## config.mk

```make
export PLATFORM = sky130hd
export DESIGN_NAME = pc_fetch_unit
export DESIGN_NICKNAME = d
export VERILOG_FILES = /design/src/rtl/pc_fetch_unit_pkg.sv /design/src/rtl/pc_fetch_unit_watchdog.sv /design/src/rtl/pc_fetch_unit.sv
export SDC_FILE = /design/constraint.sdc
export NUM_CORES = 1
export LEC_CHECK = 0
export CORE_AREA = 2 2 79 81
export CTS_CLUSTER_DIAMETER = 40
export DETAILED_ROUTE_END_ITERATION = 6
export DIE_AREA = 0 0 81 83
export GPL_TIMING_DRIVEN = 0
export PLACE_DENSITY = 0.74
export SETUP_SLACK_MARGIN = 0.3
export SLEW_MARGIN = 20
export SYNTH_ARGS = -nofsm -noshare
export SYNTH_HDL_FRONTEND = slang
export SYNTH_SLANG_ARGS = --single-unit
export TNS_END_PERCENT = 1
```

## constraint.sdc

```tcl
create_clock -name clk -period 1.8 [get_ports clk]
set_input_delay 0.18 -clock clk [delete_from_list [all_inputs] [get_ports clk]]
set_output_delay 0.18 -clock clk [all_outputs]
set_load 0.05 [all_outputs]
```

## src/rtl/pc_fetch_unit_pkg.sv

```systemverilog
// ============================================================================
// Module   : pc_fetch_unit_pkg
// Purpose  : Shared fetch-state encodings and parameter defaults for the
//            PC fetch unit and its watchdog.
// Revision : 1.0 - initial release
// ============================================================================
`default_nettype none

package pc_fetch_unit_pkg;

    localparam int          DEF_ADDR_W        = 16;
    localparam int          DEF_INSTR_W       = 16;
    localparam logic [15:0] DEF_RESET_PC      = 16'h0000;
    localparam int          DEF_FETCH_TIMEOUT = 64;

    typedef enum logic [1:0] {
        ST_REQ   = 2'b00,
        ST_WAIT  = 2'b01,
        ST_DRAIN = 2'b10,
        ST_HOLD  = 2'b11
    } fetch_state_e;

endpackage : pc_fetch_unit_pkg

`default_nettype wire

```

## src/rtl/pc_fetch_unit_watchdog.sv

```systemverilog
// ============================================================================
// Module   : fetch_watchdog
// Purpose  : Counts cycles spent waiting on instruction memory and pulses
//            expire_o when TIMEOUT cycles pass without an ack.
// Revision : 1.0 - initial release
// ============================================================================
`default_nettype none

module fetch_watchdog #(
    parameter int TIMEOUT = 64
) (
    input  logic clk,
    input  logic rst,
    input  logic active_i,
    input  logic ack_i,
    output logic expire_o
);

    localparam int               CNT_W = $clog2(TIMEOUT);
    localparam logic [CNT_W-1:0] LAST  = CNT_W'(TIMEOUT - 1);

    logic [CNT_W-1:0] cnt_q;
    logic [CNT_W-1:0] cnt_d;

    // WAIT->DRAIN keeps counting: the fetch is still outstanding.
    assign expire_o = active_i & ~ack_i & (cnt_q == LAST);

    always_comb begin
        cnt_d = '0;
        if (active_i && !ack_i && !expire_o) begin
            cnt_d = cnt_q + 1'b1;
        end
    end

    always_ff @(posedge clk or posedge rst) begin
        if (rst) begin
            cnt_q <= '0;
        end else begin
            cnt_q <= cnt_d;
        end
    end

endmodule : fetch_watchdog

`default_nettype wire

```

## src/rtl/pc_fetch_unit.sv

```systemverilog
// ============================================================================
// Module   : pc_fetch_unit
// Purpose  : Architectural PC register, instruction-memory fetch handshake
//            and decode hand-off. Define PC_FETCH_TIMEOUT_EN to enable the
//            fetch watchdog (fetch_err pulse + automatic re-request).
// Revision : 1.0 - initial release
// ============================================================================
`default_nettype none

module pc_fetch_unit
    import pc_fetch_unit_pkg::*;
#(
    parameter int                ADDR_W        = DEF_ADDR_W,
    parameter int                INSTR_W       = DEF_INSTR_W,
    parameter logic [ADDR_W-1:0] RESET_PC      = ADDR_W'(DEF_RESET_PC),
    parameter int                FETCH_TIMEOUT = DEF_FETCH_TIMEOUT
) (
    input  logic               clk,
    input  logic               rst,
    input  logic [ADDR_W-1:0]  next_pc,
    input  logic               redirect,
    input  logic [ADDR_W-1:0]  redirect_pc,
    output logic [ADDR_W-1:0]  pc_out,
    output logic               imem_req,
    output logic [ADDR_W-1:0]  imem_addr,
    input  logic               imem_ack,
    input  logic [INSTR_W-1:0] imem_rdata,
    output logic               if_valid,
    output logic [INSTR_W-1:0] if_instr,
    output logic [ADDR_W-1:0]  if_pc,
    input  logic               id_ready,
    output logic               fetch_err
);

    generate
        if (FETCH_TIMEOUT < 2) begin : g_bad_timeout
            $error("pc_fetch_unit: FETCH_TIMEOUT must be at least 2");
        end
    endgenerate

    fetch_state_e       state_q, state_d;
    logic [ADDR_W-1:0]  pc_q, pc_d;
    logic [ADDR_W-1:0]  if_pc_q, if_pc_d;
    logic [INSTR_W-1:0] if_instr_q, if_instr_d;
    logic               w_timeout;

`ifdef PC_FETCH_TIMEOUT_EN
    fetch_watchdog #(
        .TIMEOUT (FETCH_TIMEOUT)
    ) u_watchdog (
        .clk      (clk),
        .rst      (rst),
        .active_i ((state_q == ST_WAIT) || (state_q == ST_DRAIN)),
        .ack_i    (imem_ack),
        .expire_o (w_timeout)
    );
    assign fetch_err = w_timeout;
`else
    assign w_timeout = 1'b0;
    assign fetch_err = 1'b0;
`endif

    always_comb begin
        state_d    = state_q;
        pc_d       = pc_q;
        if_pc_d    = if_pc_q;
        if_instr_d = if_instr_q;
        imem_req   = 1'b0;
        if_valid   = 1'b0;
        unique case (state_q)
            ST_REQ: begin
                if (redirect) begin
                    pc_d = redirect_pc;
                end else begin
                    imem_req = ~rst;
                    state_d  = ST_WAIT;
                end
            end
            ST_WAIT: begin
                if (redirect) begin
                    pc_d    = redirect_pc;
                    state_d = (imem_ack || w_timeout) ? ST_REQ : ST_DRAIN;
                end else if (imem_ack) begin
                    if_instr_d = imem_rdata;
                    if_pc_d    = pc_q;
                    state_d    = ST_HOLD;
                end else if (w_timeout) begin
                    state_d = ST_REQ;
                end
            end
            ST_DRAIN: begin
                // The stale response is swallowed here; pc already holds the target.
                if (redirect) begin
                    pc_d = redirect_pc;
                end
                if (imem_ack || w_timeout) begin
                    state_d = ST_REQ;
                end
            end
            ST_HOLD: begin
                if_valid = ~redirect;
                if (redirect) begin
                    pc_d    = redirect_pc;
                    state_d = ST_REQ;
                end else if (id_ready) begin
                    pc_d    = next_pc;
                    state_d = ST_REQ;
                end
            end
            default: state_d = ST_REQ;
        endcase
    end

    always_ff @(posedge clk or posedge rst) begin
        if (rst) begin
            state_q    <= ST_REQ;
            pc_q       <= RESET_PC;
            if_pc_q    <= '0;
            if_instr_q <= '0;
        end else begin
            state_q    <= state_d;
            pc_q       <= pc_d;
            if_pc_q    <= if_pc_d;
            if_instr_q <= if_instr_d;
        end
    end

    assign pc_out    = pc_q;
    assign imem_addr = pc_q;
    assign if_pc     = if_pc_q;
    assign if_instr  = if_instr_q;

endmodule : pc_fetch_unit

`default_nettype wire

```

==> metrics.md <==
| Metric | Value |
|---|---|
| Crit-path max FO | 4 |
| Unrepaired setup endpoints after global routing | yes |
| DR vias | 1741 |
| DRT Wirelength | 5.36 mm |
| VDD IR-drop max | 0.00105 V |
| Die ar. | 0.00672 sq mm |
| Synth async-reset ratio | 1.00 |
| Starting DRT DRC Count | 42 |
| Initial Util | 0.378 |
| FF-to-FF End | if_instr[8] |
| TritonRoute pass-1 iters | 4 |
| R2R setup slack | 160 ps |
| GPL Wtd Cong | 0.747 |
| Max capacitance violation total | 0 |
| Htree depth | 2 |
| CP Buf/Inv Count | 1 |
| Nets@finish | 350 |
| Clk sink count | 50 |
| CP startpoint | imem_addr[10] |
| Worst setup margin | 98.6 ps |
| Cell variety after synth | 21 |
| LEAKAGE | 1.59 nW |
| Largest net degree at the start of global routing | 28 |
| Final hold violations | 0 |
| Max frequency | 588 MHz |
| Design area | 0.00361 sq mm |
| Initial antenna violation count | 0 |
| Worst setup SP type | register |
| Register area share after synthesis | 0.570 |
| # hold bufs at CTS | 0 |
| Fill cells | 507 |
| Via/cell ratio | 4.67 |
| Worst-Skew Late Latency | 300 ps |
| Placeable Area | 0.00582 sq mm |
| Row Count | 28 |
| CP Cell Sequence | clkdlybuf4s50_1 |
| Layout cells sized above 1 | 0.228 |
| Slew Limit Fails | 0 |
| Worst slew margin | 0.603 |
| Antenna-violating nets left | 0 |
| Critical Path Slowest Stage Cell | clkdlybuf4s50_1 |
| CP required | 1620 ps |
| Horiz. Die Dim | 81 microns |
| Clk_skew | 4.44 ps |
| Power Dens Cells | 1630 mW/mm^2 |
| Status | finished clean |
| Syn Inst Count | 168 |
| Port bufs | 118 |
| Least-Margin Pin Slew | 595 ps |
| Post-synth EDFFs | 0 |
| Clock transition at path regs | 90 ps |
| Max clock buf depth | 2 |
| Primary FF master, synth | dfrtp_1 |
| Yosys warns | 0 |
| Global Route Usage Sum | 0.164 |
| CP top delay family | buffers and inverters |
| Drt drc | 0 |
| N_diodes | 0 |
| Crit. End Element | primary output |
| Final setup fails | 0 |
| Worst min path class | primary input to async pin |
| Die height | 83 microns |
| Dpl hpwl | 4.03 mm |
| Placed instance area | 0.00351 sq mm |
| Number of global-route vias before repair | 1742 |
| Total CTS buffers | 5 |
| Tmin final | 1700 ps |
| FF-to-FF path depth | 5 |
| CTS tree | yes |
| Top-Level Pins | 120 |
| CTS root buffer | clkbuf_8 |
| Crit-path max cell delay | 830 ps |
| Congestion Overflow GR | 0 |
| Fin crit share | 0.945 |
| Syn Nets | 221 |
| Area Growth Syn to Fin | 64.4% |
| Yosys reg bits | 50 |
| Post-Synthesis Cell Area | 0.00220 sq mm |
| Syn Area/Cell | 13.1 sq um |
| First-pass GRT wire length | 8.56 mm |
| WL per Instance | 14.4 microns |
| DP Worst Slack | -813 ps |
| CP Class | register to primary output |
| RR Startpoint | state_q[1] |
| Worst path arrival time | 1520 ps |
-- synth_stat cells, types with 2 or more instances --
library cell  number  share of area
a21oi_1           17          0.039
buf_2              2         0.0046
buf_4             17          0.058
buf_6              3          0.015
clkbuf_1           3         0.0051
dfrtp_1           50           0.57
mux2_1             4          0.021
mux2_2            28           0.14
mux2i_1           16          0.073
nor2_1            17          0.029
-- state kept, by name, summed over array words and instances (netlist names) --
signal     flops
if_pc         16
imem_addr     16
state_q        2
if_instr      16
-- cells in the final DEF, fill, tap and decap left out, types with 4 or more instances in the layout --
master / Yosys / final
dfrtp_1: 50 / 49
clkbuf_1: 3 / 4
mux2_2: 28 / 28
mux2_1: 4 / 4
a21oi_1: 17 / 17
buf_6: 3 / 5
dlygate4sd2_1: 0 / 18
clkbuf_8: 0 / 6
nor2_1: 17 / 17
clkdlybuf4s50_1: 0 / 97
mux2i_1: 16 / 16
buf_4: 17 / 20
-- worst max path at each step --
stage          cells past startpoint            end  slack (ps)
2_1_floorplan                      4    if_instr[1]         180
3_3_place_gp                       5       if_valid        -820
3_5_place_dp                       5       if_valid        -810
4_1_cts                            1  imem_addr[14]          70
5_1_grt                            1  imem_addr[11]          50
6_report                           1  imem_addr[10]         100
-- what timing repair did --
action                     in CTS  in global routing
pin swaps                       1                  0
cloned                          0                  0
resized for setup              31                  1
setup buffers                   3                  0
setup endpoints to repair     114                113
-- cells by family after synthesis --
| group | synth area share |
|---|---|
| flops | 0.570 |
| compound gates | 0.0433 |
| mux | 0.237 |
| simple gates | 0.0633 |
| other cells | 0.00171 |
| buf+inv | 0.0849 |
-- through the flow --
step           setup TNS [ps]  total power, mW  instances  utilization  hold WS [ps]
6_report                    0             5.88        373        0.621           339
5_1_grt                     0             6.16        373        0.621           389
4_1_cts                     0             5.95        373        0.620           361
3_5_place_dp            -8200             5.31        362        0.603           479
3_3_place_gp           -43320             5.26        361        0.599           468
2_1_floorplan               0             4.08        168            -           315
-- routing by layer --
metal | share of wire | up-vias | track usage
li1 | - | 820 | -
met2 | 0.50 | 68 | 0.281
met1 | 0.41 | 851 | 0.198
met5 | 0 | - | 0
met4 | 0.0028 | 0 | 0.0324
met3 | 0.089 | 2 | 0.0565
-- layout make-up --
type | instances | area [sq um] | share of cell area
repair buffers | 122 | 1200 | 0.332
flip-flops and latches | 50 | 1250 | 0.347
plain buffers | 25 | 195 | 0.0541
well taps | 75 | 93.8 | 0.0260
inverters | 1 | 3.75 | 0.00104
clock inverters | 1 | 5.00 | 0.00139
clock buffers | 7 | 86.3 | 0.0239
multi-input cells | 92 | 773 | 0.214
-- where the power goes --
group          switching [mW]  total [mW]  leakage, nW  internal, mW
Combinational            2.15        3.42        0.953          1.26
Clock                   0.353       0.663       0.0482         0.311
Sequential              0.252        1.80        0.589          1.55
Total                    2.76        5.88         1.59          3.12
Power figures use the tool's default switching activity.
